## src/rtl/lpf_stage_scheduler.sv

```systemverilog
// Time-multiplexed two-stage I/Q IIR low-pass: one subtract/shift/add datapath
// walks I1, I2, Q1, Q2 once per ADC sample strobe and publishes all four states together.
module lpf_stage_scheduler #(
  parameter int WIDTH = 28,
  parameter int KW    = 4,
  parameter int OVR_W = 8
) (
  input  logic                    qzt_clk,
  input  logic                    reset,
  input  logic                    sample_strobe,
  input  logic [KW-1:0]           k,
  input  logic signed [WIDTH-1:0] vin_i,
  input  logic signed [WIDTH-1:0] vin_q,
  output logic signed [WIDTH-1:0] vmid_i,
  output logic signed [WIDTH-1:0] vmid_q,
  output logic signed [WIDTH-1:0] vout_i,
  output logic signed [WIDTH-1:0] vout_q,
  output logic                    busy,
  output logic                    done,
  output logic [OVR_W-1:0]        overrun_cnt,
  output logic [2:0]              dbg_state
);

  // Handshake: sample_strobe is a valid with no back-pressure. It is accepted when
  // busy=0 (IDLE or DONE), otherwise dropped and counted; done is the one-cycle result valid.
  localparam logic [2:0] S_IDLE = 3'd0;
  localparam logic [2:0] S_I1   = 3'd1;
  localparam logic [2:0] S_I2   = 3'd2;
  localparam logic [2:0] S_Q1   = 3'd3;
  localparam logic [2:0] S_Q2   = 3'd4;
  localparam logic [2:0] S_DONE = 3'd5;

  logic [2:0]              state;
  logic                    phase;
  logic signed [WIDTH-1:0] sh_i, sh_q;
  logic [KW-1:0]           sh_k;
  logic signed [WIDTH-1:0] y_i1, y_i2, y_q1, y_q2;
  logic signed [WIDTH:0]   diff;

  logic signed [WIDTH-1:0] x_sel, y_sel, res;
  logic signed [WIDTH:0]   x_ext, y_ext, diff_next;

  assign busy      = (state != S_IDLE) && (state != S_DONE);
  assign done      = (state == S_DONE);
  assign dbg_state = state;

  // Stage 2 of each channel filters the freshly written stage-1 state of the same sample.
  always_comb begin
    x_sel = '0;
    y_sel = '0;
    case (state)
      S_I1:    begin x_sel = sh_i; y_sel = y_i1; end
      S_I2:    begin x_sel = y_i1; y_sel = y_i2; end
      S_Q1:    begin x_sel = sh_q; y_sel = y_q1; end
      S_Q2:    begin x_sel = y_q1; y_sel = y_q2; end
      default: begin x_sel = '0;   y_sel = '0;   end
    endcase
    x_ext     = $signed({x_sel[WIDTH-1], x_sel});
    y_ext     = $signed({y_sel[WIDTH-1], y_sel});
    diff_next = x_ext - y_ext;
    // Result lies between y and x, so dropping the extension bit is lossless.
    res       = WIDTH'(y_ext + (diff >>> sh_k));
  end

  always_ff @(posedge qzt_clk) begin
    if (reset) begin
      state       <= S_IDLE;
      phase       <= 1'b0;
      sh_i        <= '0;
      sh_q        <= '0;
      sh_k        <= '0;
      diff        <= '0;
      y_i1        <= '0;
      y_i2        <= '0;
      y_q1        <= '0;
      y_q2        <= '0;
      vmid_i      <= '0;
      vmid_q      <= '0;
      vout_i      <= '0;
      vout_q      <= '0;
      overrun_cnt <= '0;
    end else begin
      if (sample_strobe && busy && (overrun_cnt != '1))
        overrun_cnt <= overrun_cnt + OVR_W'(1);
      case (state)
        S_IDLE, S_DONE: begin
          phase <= 1'b0;
          if (sample_strobe) begin
            sh_i  <= vin_i;
            sh_q  <= vin_q;
            sh_k  <= k;
            state <= S_I1;
          end else begin
            state <= S_IDLE;
          end
        end
        S_I1, S_I2, S_Q1, S_Q2: begin
          if (!phase) begin
            diff  <= diff_next;
            phase <= 1'b1;
          end else begin
            phase <= 1'b0;
            case (state)
              S_I1: begin y_i1 <= res; state <= S_I2; end
              S_I2: begin y_i2 <= res; state <= S_Q1; end
              S_Q1: begin y_q1 <= res; state <= S_Q2; end
              default: begin
                // Publish all four states on the same edge so I and Q match one sample.
                y_q2   <= res;
                vout_q <= res;
                vout_i <= y_i2;
                vmid_i <= y_i1;
                vmid_q <= y_q1;
                state  <= S_DONE;
              end
            endcase
          end
        end
        default: begin
          phase <= 1'b0;
          state <= S_IDLE;
        end
      endcase
    end
  end

endmodule
```

## config.mk

```make
export PLATFORM = sky130hd
export DESIGN_NAME = lpf_stage_scheduler
export DESIGN_NICKNAME = d
export VERILOG_FILES = /design/src/rtl/lpf_stage_scheduler.sv
export SDC_FILE = /design/constraint.sdc
export NUM_CORES = 1
export LEC_CHECK = 0
export CAP_MARGIN = 20
export CORE_AREA = 2 2 184 186
export CTS_BUF_LIST = sky130_fd_sc_hd__clkbuf_4 sky130_fd_sc_hd__clkbuf_8
export DETAILED_ROUTE_END_ITERATION = 10
export DIE_AREA = 0 0 186 188
export GPL_ROUTABILITY_DRIVEN = 1
export PLACE_DENSITY = 0.88
export SETUP_SLACK_MARGIN = 0.05
export SYNTH_ARGS = -nofsm -noshare
export SYNTH_HDL_FRONTEND = slang
export SYNTH_SLANG_ARGS = --single-unit
```

## constraint.sdc

```tcl
create_clock -name qzt_clk -period 4.7 [get_ports qzt_clk]
set_clock_uncertainty 0.05 [all_clocks]
set_input_delay 0.705 -clock qzt_clk [delete_from_list [all_inputs] [get_ports qzt_clk]]
set_output_delay 0.705 -clock qzt_clk [all_outputs]
set_load 0.005 [all_outputs]
```

; ---- Word-level counts from Yosys, hierarchy flattened
; Cells that the tools add are included.
[op_classes]
add_sub_neg = 3
n_eq_ne = 8
shifts = 1
mux = 7
bitwise = 3
reduce_logical = 15
[op_table]
columns = op, n
row1 = case mux 28 bit (4 select lines), 2
row2 = >>> shifter 29 x 4 -> 28 bit, 1
row3 = subtractor 28 x 28 -> 29 bit, 1
row4 = adder 28 bit, 1
row5 = AND reduction 3 bit, 4
row6 = case mux 3 bit (3 select lines), 1
row7 = "adder 8 x 1 -> 8 bit, second input constant", 1
row8 = "inequality test 8 bit, second input constant", 1
row9 = "== test 3 x 2 -> 1 bit, second input constant", 2
row10 = "== test 3 bit, second input constant", 2
row11 = case mux 3 bit (2 select lines), 1
row12 = AND reduction 2 bit, 2
row13 = OR reduction 2 bit, 2
row14 = OR reduction 4 bit, 1
row15 = "== test 3 x 1 -> 1 bit, second input constant", 1
row16 = logical AND 1 bit, 3
row17 = logical NOT 3 bit, 1
row18 = two-way mux 3 bit, 1
row19 = "inequality test 3 bit, second input constant", 1
row20 = inverter 1 bit, 3
row21 = nonzero test 3 bit, 1
row22 = OR reduction 3 bit, 1
row23 = two-way mux 1 bit, 2
row24 = "inequality test 2 bit, second input constant", 1
[word_totals]
reg_bits = 297
inputBits = 63
out_inout_bits = 125
elab_cells = 51

; ---- Longest topological paths before layout
[depth]
ltp_word = 4
depth_mapped = 21

; ---- Least setup slack after synthesis
; No wires, ideal clock.
[synth_timing]
kind = reg-to-reg
from = register state[0], in the netlist dbg_state[0]
to = register diff[27]
setup_time_ns = 0.123
arrival_time_ns = 4.888
t_required_ns = 4.527
path_slack_ns = -0.361
path_stages_with_launch = 22
n_path_buf = 6
period_less_slack_ns = 5.061
cell_sequence = dfxtp_1 buf_4 nor3b_2 clkbuf_1 clkbuf_1 clkbuf_1 buf_1 buf_1 a22o_1 a221oi_1 ha_1 inv_1 a21o_1 a21oi_1 o2111ai_1 a41oi_1 o311ai_1 a41o_1 a21oi_1 o31a_1 o21ai_1 mux2_1
[synth_via]
elab_chain_len = 3
[synth_lines]
columns = element, line
row1 = start: declaration, 33  ; logic [2:0] state;
row2 = start signal: assignment, 67  ; state <= S_IDLE;
row3 = start signal: assignment, 92  ; state <= S_I1;
row4 = start signal: assignment, 94  ; state <= S_IDLE;
row5 = == test 3 bit (tied with other cells), "51, 85"
row6 = case mux 28 bit (4 select lines) or OR reduction 4 bit (tied branches), "51, 85"
row7 = subtractor 28 x 28 -> 29 bit or AND reduction 2 bit (tied branches), -
row8 = end signal: assignment, 99  ; diff <= diff_next;
row9 = end: declaration, 38  ; logic signed [WIDTH:0] diff;
; Parallel ways exist; a longest one is shown, timed or not.
; A chain may end at the register's enable or synchronous reset.

; ---- Worst setup path after layout
[layout_timing]
from = register state[2], in the netlist dbg_state[2]
to = register diff[26]
; Same word-level chain as after synthesis.

==> summary.md <==
### Hold path
• vmid_i[5] — endpoint of the worst hold-timing path
• register to register — min-delay worst type
• 2 — Hold Path Cell Cnt
• vmid_i[5] — Worst Hold Launch

### Placement
• 0.9626 — routability congestion estimate
• 43410 µm — HPWL after DPL
• 2719 — placed cell count
• 187 — Buffers on Ports
• 0.01970 mm² — instance area at placement

### Clock network
• 0 — hold buffers post-CTS
• 2 — H-tree depth reported by CTS
• 0.07 ns — CTS clk-pin slew, worst paths
• 0.61 ns — latest clock arrival within the worst-skew pair
• 0 — Setup Fix Bufs, Post-CTS
• 3 — maximum root-to-sink buffer count
• 49 — TritonCTS buffer count
• built — TritonCTS clock tree
• 297 — TritonCTS Sinks
• sky130_fd_sc_hd__clkbuf_8 — buffer type at the clock tree root

### STA
• 1.139 ns — pin slew with the least headroom to its limit
• 0.2406 — max-slew headroom at the worst pin
• 0 — hold violation count in the final report
• 224.9 MHz — Highest Clock Rate
• 0.9461 — final cycle utilization of the critical path
• 0 — max-slew violation total from the final report
• 0 — final setup vio count
• no — unrepaired setup endpoints after global routing
• 0 ns — Post-Route Setup TNS
• 4.446 ns — clock period minus worst slack

### Route
• 0 — number of remaining DRC errors
• 0 — post-route ant nets
• 59970 µm — total wire length after detailed routing
• 6 — total iterations of the first detailed-routing run
• 6.252 — detail-routed via count per cell
• 1759 — DRC marker count from the first detailed-route iteration
• 17.54k — total number of vias
• 21.37 µm — drt wl/cell

### Floorplan
• 67 — num rows
• 188 — I/O pin cnt
• 186 µm — Die X
• 0.5211 — initial core utilization
• 0.03497 mm² — Die ar.
• 0.03311 mm² — Core Footprint
• 188 µm — height of the chip

### Setup path
• 4.92 ns — Critical Path AT
• 0.25 ns — internal reg-to-reg setup slack
• register to register — CP Class
• 5.17 ns — data required time at the worst endpoint
• sky130_fd_sc_hd__buf_4 — most frequent cell on the critical path
• sky130_fd_sc_hd__fa_1 — Slowest cell on crit path
• dbg_state[2] — launching element of the worst setup path
• 0.45 ns — Critical Path Max Stage Delay
• 9 — Max Fanout on Critical Path
• dbg_state[2] — launch point of the worst reg-to-reg path
• 18 — number of cells traversed by the worst register-to-register path
• and3b_1 -> buf_4 -> a22o_1 -> a221oi_1 -> buf_4 -> ha_1 -> inv_1 -> fa_1 -> a21oi_1 -> o21ai_0 -> o31a_1 -> o211a_1 -> o211ai_1 -> nand2_1 -> a41oi_2 -> buf_4 -> a21oi_1 -> o211ai_1 — critical-path cell list
• register — crit path capture type
• diff[26] — endpoint of the lowest-slack register-to-register path
• register — Worst Setup Start Kind

### Power and ir drop
• 7.485 nW — Leakage Power
• 0.418 — register share of total power
• 4.521 mW — Internal Dissipation
• 0.0002115 V — maximum resistive drop on vdd
• 0.392 — clock share of power
• 0.2997 — Sw Share
• 309.7 mW/mm² — power density relative to cell area
• 0.190 — part of the total power dissipated in combinational logic
• 1.935 mW — switching power
• 6.456 mW — total design power

### Logic synthesis
• 0.3446 — post-synthesis sequential area ratio
• 0.2310 — share of the synthesized area in compound gates (AO/OA/AOI/OAI)
• 107 — distinct cell type count of the synthesized netlist
• simple AND/OR/NAND/NOR gates — largest family of logic cells by synthesized area
• 0 — number of flops mapped to enable cells by yosys
• 8.003 µm² — mean post-synth cell area
• 0.3446 — portion of synthesized cell area occupied by the leading cell type
• sky130_fd_sc_hd__nand2_1 — most numerous cell in the Yosys netlist
• 297 — flops & latches, synth
• 2241 — post-synth net total
• sky130_fd_sc_hd__dfxtp_1 (34%), sky130_fd_sc_hd__nand2_1 (11%), sky130_fd_sc_hd__a21oi_1 (7.4%) — dominant cells by area after synthesis
• 0 — count of warnings emitted by yosys
• sky130_fd_sc_hd__dfxtp_1 — top cell type by total area after synthesis
• 0.02610 — share of synthesized cell area in full adder, half adder and majority cells
• 0.01726 mm² — Synth Cell Area
• 0.08767 — multiplexer area fraction after synthesis
• 0.2315 — area share of and/or/nand/nor cells after synthesis
• 0 — ys async rst share
• 2156 — number of instances in the synthesized netlist
• sky130_fd_sc_hd__dfxtp_1 — primary flip-flop cell chosen by synthesis mapping
• sky130_fd_sc_hd__nand2_1 (487), sky130_fd_sc_hd__dfxtp_1 (297), sky130_fd_sc_hd__a21oi_1 (256), sky130_fd_sc_hd__nor2_1 (146), sky130_fd_sc_hd__clkbuf_1 (112) — top cells by count, synth
• 0.03437 — fraction of synthesized cell area in xor and xnor cells

### Flow run
• 0 — reported max-cap violation count

### Finish
• 0 — diode count
• 2407 — Layout Nets
• 0.005957 mm² — Storage cell area
• 0.6295 — core utilization of the finished layout
• 2718 — total of fill cells in the finished design
• 0.02085 mm² — post-layout instance area
• 0.01060 mm² — multi-input gate area in the final layout
• 0.1238 — share of final-layout standard cells stronger than drive strength 1
• 20.81% — Area Growth Syn to Fin
• 2806 — final non-filler cell total

### Global routing
• 0 — remaining global-route overflow
• 91540 µm — global-route wire length before repair
• 143 — maximum number of pins on one net before global-route repair
• 0.3334 — overall fraction of global-route tracks in use
• 16.57k — vias in the first global route
• 0 — antenna violations before repair

### Outcome
• complete, no violations — run status

[routing by layer]
metal / up-vias / part of all wire / track usage
met5: - / 0 / 0
met4: 0 / 0.070 / 0.2102
met3: 248 / 0.087 / 0.06157
met2: 942 / 0.47 / 0.5530
met1: 8300 / 0.37 / 0.3952
li1: 8054 / - / -
[metrics by stage]
step,setup slack (ns),hold WS [ns]
2_1_floorplan,0.06064,0.3812
3_3_place_gp,0.2463,0.3891
3_5_place_dp,0.1390,0.3962
4_1_cts,0.1278,0.4043
5_1_grt,0.03860,0.4191
6_report,0.2536,0.4043
[power by group through the flow]
| stage | Clock [mW] | Combinational (mW) | Sequential, mW |
|---|---|---|---|
| floorplan | 0 | 0.835 | 2.70 |
| global placement | 0 | 1.16 | 2.74 |
| detailed placement | 0 | 1.18 | 2.75 |
| CTS | 2.55 | 1.19 | 2.70 |
| global route | 2.65 | 1.30 | 2.71 |
| finish | 2.53 | 1.22 | 2.70 |
[how the worst max path moves through the flow]
stage	end	slack, ns	depth (start not counted)
5_1_grt	y_i2[22]	0.04	15
6_report	diff[26]	0.25	18
4_1_cts	y_i2[14]	0.13	12
3_3_place_gp	y_q2[14]	0.25	12
3_5_place_dp	y_i2[14]	0.14	12
2_1_floorplan	diff[27]	0.06	20
[repair_timing]
action | 4_1_cts | 5_1_grt
endpoints found under the setup margin | 0 | 30
hold endpoints to repair | 0 | 0
gates resized for setup | 0 | 10
[cells in the final DEF (no fill, tap or decap), types with 9 or more instances in the layout]
cell,synthesis,final
sky130_fd_sc_hd__a21oi_1,256,256
sky130_fd_sc_hd__a21o_1,13,13
sky130_fd_sc_hd__mux4_2,31,31
sky130_fd_sc_hd__o21ai_0,62,62
sky130_fd_sc_hd__mux2i_1,35,34
sky130_fd_sc_hd__a221o_1,15,15
sky130_fd_sc_hd__a22o_1,26,26
sky130_fd_sc_hd__a211o_1,16,16
sky130_fd_sc_hd__a22oi_1,17,17
sky130_fd_sc_hd__xor2_1,26,26
sky130_fd_sc_hd__dfxtp_1,297,292
sky130_fd_sc_hd__nor2_1,146,146
sky130_fd_sc_hd__nor3_1,21,21
sky130_fd_sc_hd__inv_1,31,31
sky130_fd_sc_hd__clkbuf_8,0,62
sky130_fd_sc_hd__a211oi_1,46,46
sky130_fd_sc_hd__maj3_1,16,16
sky130_fd_sc_hd__o211ai_1,17,17
sky130_fd_sc_hd__nand3b_1,33,33
sky130_fd_sc_hd__a221oi_1,12,12
sky130_fd_sc_hd__nor2b_1,18,18
sky130_fd_sc_hd__clkbuf_4,0,16
sky130_fd_sc_hd__nand3_1,25,25
sky130_fd_sc_hd__clkdlybuf4s50_1,0,186
sky130_fd_sc_hd__nor4bb_1,19,19
sky130_fd_sc_hd__nor3b_1,10,9
sky130_fd_sc_hd__xnor2_1,38,37
sky130_fd_sc_hd__and3_1,10,10
sky130_fd_sc_hd__a31oi_1,15,15
sky130_fd_sc_hd__mux2_2,31,31
sky130_fd_sc_hd__and2_1,18,16
sky130_fd_sc_hd__o21ai_1,14,13
sky130_fd_sc_hd__buf_4,4,77
sky130_fd_sc_hd__nand2_1,487,485
sky130_fd_sc_hd__nand2b_1,16,16
sky130_fd_sc_hd__ha_1,20,20
[state kept, by name (all words and copies together), names as in the netlist, 3 cells and up]
| signal | flops |
|---|---|
| vmid_q | 28 |
| sh_q | 28 |
| y_q2 | 28 |
| dbg_state | 3 |
| y_q1 | 28 |
| vmid_i | 28 |
| sh_i | 28 |
| overrun_cnt | 8 |
| vout_i | 28 |
| y_i1 | 28 |
| sh_k | 4 |
| diff | 29 |
| y_i2 | 28 |
[worst max-delay path: cells and delay by family (launching register included)]
family	cells	cell delay (ns)
AND/OR/NAND/NOR	2	0.43
flip-flops	1	0.44
buffers and inverters	4	0.65
adder cells (fa/ha/maj)	2	0.59
AO/OA/AOI/OAI	10	2.19
[logic make-up after synthesis]
kind of cell / count (synthesis)
compound gates: 605
xor+xnor: 66
fa+ha+maj: 38
buf+inv: 186
flops: 297
mux: 104
simple gates: 860
[layout make-up]
| type | instances | share of cell area |
|---|---|---|
| Clock buffer | 78 | 0.04670 |
| Timing Repair Buffer | 267 | 0.1202 |
| Multi-Input combinational cell | 1673 | 0.5084 |
| Sequential cell | 297 | 0.2858 |
| Clock inverter | 9 | 0.005942 |
| Inverter | 34 | 0.006122 |
| Tap cell | 448 | 0.02689 |
Note: power is estimated with default switching activity, not from simulation.
==> patch 1: new RTL, same settings <==
Register the output `vmid_q` once more, with the module's reset; this adds one clock of latency there. The other outputs are not delayed to match.
--- a/src/rtl/lpf_stage_scheduler.sv
+++ b/src/rtl/lpf_stage_scheduler.sv
@@ -29,6 +29,8 @@
   localparam logic [2:0] S_Q1   = 3'd3;
   localparam logic [2:0] S_Q2   = 3'd4;
   localparam logic [2:0] S_DONE = 3'd5;
+
+  logic signed [WIDTH-1:0] vmid_q_s0;
 
   logic [2:0]              state;
   logic                    phase;
@@ -75,7 +77,7 @@
       y_q1        <= '0;
       y_q2        <= '0;
       vmid_i      <= '0;
-      vmid_q      <= '0;
+      vmid_q_s0   <= '0;
       vout_i      <= '0;
       vout_q      <= '0;
       overrun_cnt <= '0;
@@ -110,7 +112,7 @@
                 vout_q <= res;
                 vout_i <= y_i2;
                 vmid_i <= y_i1;
-                vmid_q <= y_q1;
+                vmid_q_s0 <= y_q1;
                 state  <= S_DONE;
               end
             endcase
@@ -124,4 +126,12 @@
     end
   end
 
+  always_ff @(posedge qzt_clk) begin
+    if (reset) begin
+      vmid_q <= '0;
+    end else begin
+      vmid_q <= vmid_q_s0;
+    end
+  end
+
 endmodule
Check against the original RTL: no difference found for any inputs over 4 cycles, from zero or initial values and one cycle with reset high; that may be too few to reach the edited logic, so the function may still have changed.
==> patch 1 against the unedited design <==
- design area is 3.8% higher
- global-route usage hardly changed
- sequential cell count is 28 higher
- worst setup slack worse by 0.078 ns
- non-clock buffer count is 4 lower
- synthesized area is 3.9% higher
- wire length hardly changed
- largest power group unchanged
- power is 8.1% higher
- critical path depth is 2 lower
- maximum frequency is 1.7% lower
- clock power is 11% higher
==> patch 1: results (changes against the unedited design) <==
- FF+latch count: 325 (was 297)
- Number of clock buffers in the layout: 84 (was 78)
- Min-Delay Endpoint: vmid_q_s0[19] (was vmid_i[5])
- Vias in the first global route: 17205 (was 16568)
- Via density: 6.34 (was 6.25)
- Syn Inst Count: 2200 (was 2156)
- HPWL after DPL: 42.7 mm (was 43.4 mm)
- Net Sw Frac: 29.3% (was 30.0%)
- TritonCTS buffer count: 52 (was 49)
- Multi-input gate share of total cell area: 49.4% (was 50.8%)
- Total Routing Usage GR: 33.4% (was 33.3%)
- Area after DPL: 20300 um2 (was 19700 um2)
- Fmax: 221 MHz (was 225 MHz)
- Inverters: 39 (was 34)
- Nets: 2445 (was 2407)
- Largest cells by area after synthesis: dfxtp_1 36%, nand2_1 9.9%, a21oi_1 7.1% (was dfxtp_1 34%, nand2_1 11%, a21oi_1 7.4%)
- Routed metal-1 wirelength: 23.5 mm (was 22.2 mm)
- Post-synthesis sequential area ratio: 36.3% (was 34.5%)
- Post-layout util: 65.3% (was 63.0%)
- Sequential cell area share: 30.1% (was 28.6%)
- Gpl congestion: 0.983 (was 0.963)
- Hold_ws: 0.401 ns (was 0.404 ns)
- Fraction of layout cells with a size suffix above 1: 12.1% (was 12.4%)
- Leakage: 7.98 nW (was 7.49 nW)
- Reg-to-reg setup timing slack: 0.18 ns (was 0.25 ns)
- Maximum vdd drop: 272 uV (was 212 uV)
- Reg2reg path depth: 16 (was 18)
- Multi-input gates: 1671 (was 1673)
- Top cells by count, synth: 472 x nand2_1, 325 x dfxtp_1, 254 x a21oi_1, 143 x nor2_1, 132 x clkbuf_1 (was 487 x nand2_1, 297 x dfxtp_1, 256 x a21oi_1, 146 x nor2_1, 112 x clkbuf_1)
- Worst EP arrival: 4.90 ns (was 4.92 ns)
- Power consumption: 6.98 mW (was 6.46 mW)
- Clock-cell share of area: 5.72% (was 5.26%)
- Gate power share: 17.7% (was 19.0%)
- Reported sequential group power: 2.93 mW (was 2.70 mW)
- Buffering overhead: 11.5% (was 12.0%)
- Non-clock buffers: 263 (was 267)
- Met2 Routed Length: 27.6 mm (was 28.4 mm)
- Placed cell count: 2744 (was 2719)
- Place WS: 0.168 ns (was 0.139 ns)
- Reg-to-reg endpoint: y_i1[27] (was diff[26])
- Met1 Use GR: 42.6% (was 39.5%)
- M2 GR Usage: 53.7% (was 55.3%)
- Metal3 WL: 5.08 mm (was 5.21 mm)
- Status: complete, no violations (unchanged)
- Design area: 21600 um2 (was 20800 um2)
-- patch 1: cell count changes in the layout (fill, tap and decap cells not counted), moves of 8 or more --
cell / delta
o31ai_1: +12
mux4_2: -15
ha_1: +8
a211oi_1: +23
mux4_1: +13
mux2_2: +8
nor3_1: +9
dfxtp_1: +29
a22o_1: +10
nor2b_1: +21
nand2_1: -15
nand3b_1: -19
o21ai_0: -28
-- patch 1: kinds of logic (layout without fill, tap and decap cells) --
kind of cell	after synthesis	after routing	share of synthesized area, %
flip-flops	325	325	36.3
multiplexers	101	101	8.32
adder cells (fa/ha/maj)	42	42	2.86
buffers and inverters	204	400	4.66
AND/OR/NAND/NOR	854	854	21.8
AO/OA/AOI/OAI	614	614	23.1
XOR/XNOR	60	60	2.97
-- patch 1: repair_timing --
action | 4_1_cts | 5_1_grt
resized for setup | 0 | 14
setup buffers | 0 | 0
endpoints found under the setup margin | 0 | 62
==> patch 2: new RTL, same flow settings <==
Made on the original files. Set the parameter `OVR_W` to 10 (it was 8).
--- a/src/rtl/lpf_stage_scheduler.sv
+++ b/src/rtl/lpf_stage_scheduler.sv
@@ -3,7 +3,7 @@
 module lpf_stage_scheduler #(
   parameter int WIDTH = 28,
   parameter int KW    = 4,
-  parameter int OVR_W = 8
+  parameter int OVR_W = 10
 ) (
   input  logic                    qzt_clk,
   input  logic                    reset,
Interface: changed (resized overrun_cnt); port bits go from 188 to 190. The function was not compared with the original's and may differ.
==> patch 2 against the unedited design <==
- sequential cell count grew 2
- count of clock-buffer cells in the layout fell by 8
- wire length shrank 0.28%
- worst setup slack worse by 0.14 ns
- critical endpoint is now y_i2[25]
- synthesized area is 1.4% lower
- sequential share of layout area is 0.41 points higher
- non-clock buffer count rose by 2
- design area is 0.76% lower
- power fell by 1.1%
==> patch 2: results (changes against the unedited design) <==
- Status: complete, no violations (unchanged)
- Rel. slew slack: 29.5% (was 24.1%)
- Largest net degree at the start of global routing: 195 (was 143)
- Min-Delay Endpoint: sh_q[16] (was vmid_i[5])
- First-pass GRT wire length: 91.1 mm (was 91.5 mm)
- Reg-to-reg setup timing slack: 0.12 ns (was 0.25 ns)
- Routed metal-1 wirelength: 22.1 mm (was 22.2 mm)
- Fin crit period: 4.58 ns (was 4.45 ns)
- Reported sequential group power: 2.71 mW (was 2.70 mW)
- Internal Pwr Total: 4.48 mW (was 4.52 mW)
- Vias in the first global route: 16767 (was 16568)
- Post-synthesis sequential area ratio: 35.2% (was 34.5%)
- Gpl congestion: 0.957 (was 0.963)
- M2 GR Usage: 55.7% (was 55.3%)
- Total Routing Usage GR: 33.2% (was 33.3%)
- Metal3 WL: 4.94 mm (was 5.21 mm)
- CP peak stage delay: 0.51 ns (was 0.45 ns)
- Maximum vdd drop: 244 uV (was 212 uV)
- Largest cells by area after synthesis: dfxtp_1 35%, nand2_1 12%, a21oi_1 8.2% (was dfxtp_1 34%, nand2_1 11%, a21oi_1 7.4%)
- Main synth FF type: dfxtp_1 (unchanged)
- Top cells by count, synth: 544 x nand2_1, 299 x dfxtp_1, 278 x a21oi_1, 124 x clkbuf_1, 103 x nor2_1 (was 487 x nand2_1, 297 x dfxtp_1, 256 x a21oi_1, 146 x nor2_1, 112 x clkbuf_1)
- Leakage: 7.35 nW (was 7.49 nW)
- Reg2reg path depth: 17 (was 18)
- Top cell type's share of synthesized area: 35.2% (was 34.5%)
- Hold_ws: 0.403 ns (was 0.404 ns)
- Placed cell count: 2717 (was 2719)
- Reg-to-Reg Start: sh_k[1] (was dbg_state[2])
- Fraction of layout cells with a size suffix above 1: 11.8% (was 12.4%)
- Met2 Routed Length: 28.7 mm (was 28.4 mm)
- Nets: 2410 (was 2407)
- Via Count: 17661 (was 17544)
- Post-route insts no fill: 2804 (was 2806)
- DR pass1 iterations: 8 (was 6)
- Layout fillers: 2742 (was 2718)
- HPWL after DPL: 42.9 mm (was 43.4 mm)
- Syn Inst Count: 2162 (was 2156)
- Met1 Use GR: 39.2% (was 39.5%)
- Area after DPL: 19500 um2 (was 19700 um2)
- Initial detailed-routing violation count: 2027 (was 1759)
- Reg-to-reg endpoint: y_i2[25] (was diff[26])
- Met3 usage: 5.38% (was 6.16%)
- CP max stage cell: or4_1 (was fa_1)
- PwrDens: 309 nW/um2 (was 310 nW/um2)
- I/O Buffers: 189 (was 187)
- Min-delay src: sh_q[16] (was vmid_i[5])
- Post-Route WL: 59.8 mm (was 60.0 mm)
- Critical path endpoint: y_i2[25] (was diff[26])
- Area of the multi-input gates: 10300 um2 (was 10600 um2)
- Worst setup path startpoint: sh_k[1] (was dbg_state[2])
- Place WS: 0.0250 ns (was 0.139 ns)
patch 2: changes by cell type after synthesis, moves of 9 or more:
cell,delta
nor2_1,-43
nand3_1,+17
o31ai_1,+11
o21ai_0,-18
nand3b_1,-32
clkbuf_1,+12
nor3b_1,-10
o21ai_1,-9
xnor2_1,+10
a21oi_1,+22
nand2_1,+57
patch 2: layout make-up:
cell class,count,area share (%)
tap,448,2.71
timing repair buffer,269,12.6
inverter,40,0.726
clock inverter,12,0.804
multi-input combinational,1666,49.9
clock buffer,70,4.32
sequential,299,29.0
patch 2: kinds of logic (layout without fill, tap and decap cells):
| kind of cell | after synthesis | in the layout | share of synthesized area, % |
|---|---|---|---|
| muxes | 100 | 100 | 8.86 |
| adders and majority gates | 38 | 38 | 2.66 |
| AOI/OAI and AO/OA | 592 | 592 | 22.3 |
| and+or+nand+nor | 865 | 865 | 22.8 |
| DFF | 299 | 299 | 35.2 |
| xor gates and xnor gates | 71 | 71 | 3.66 |
| buffers and inverters | 197 | 391 | 4.53 |
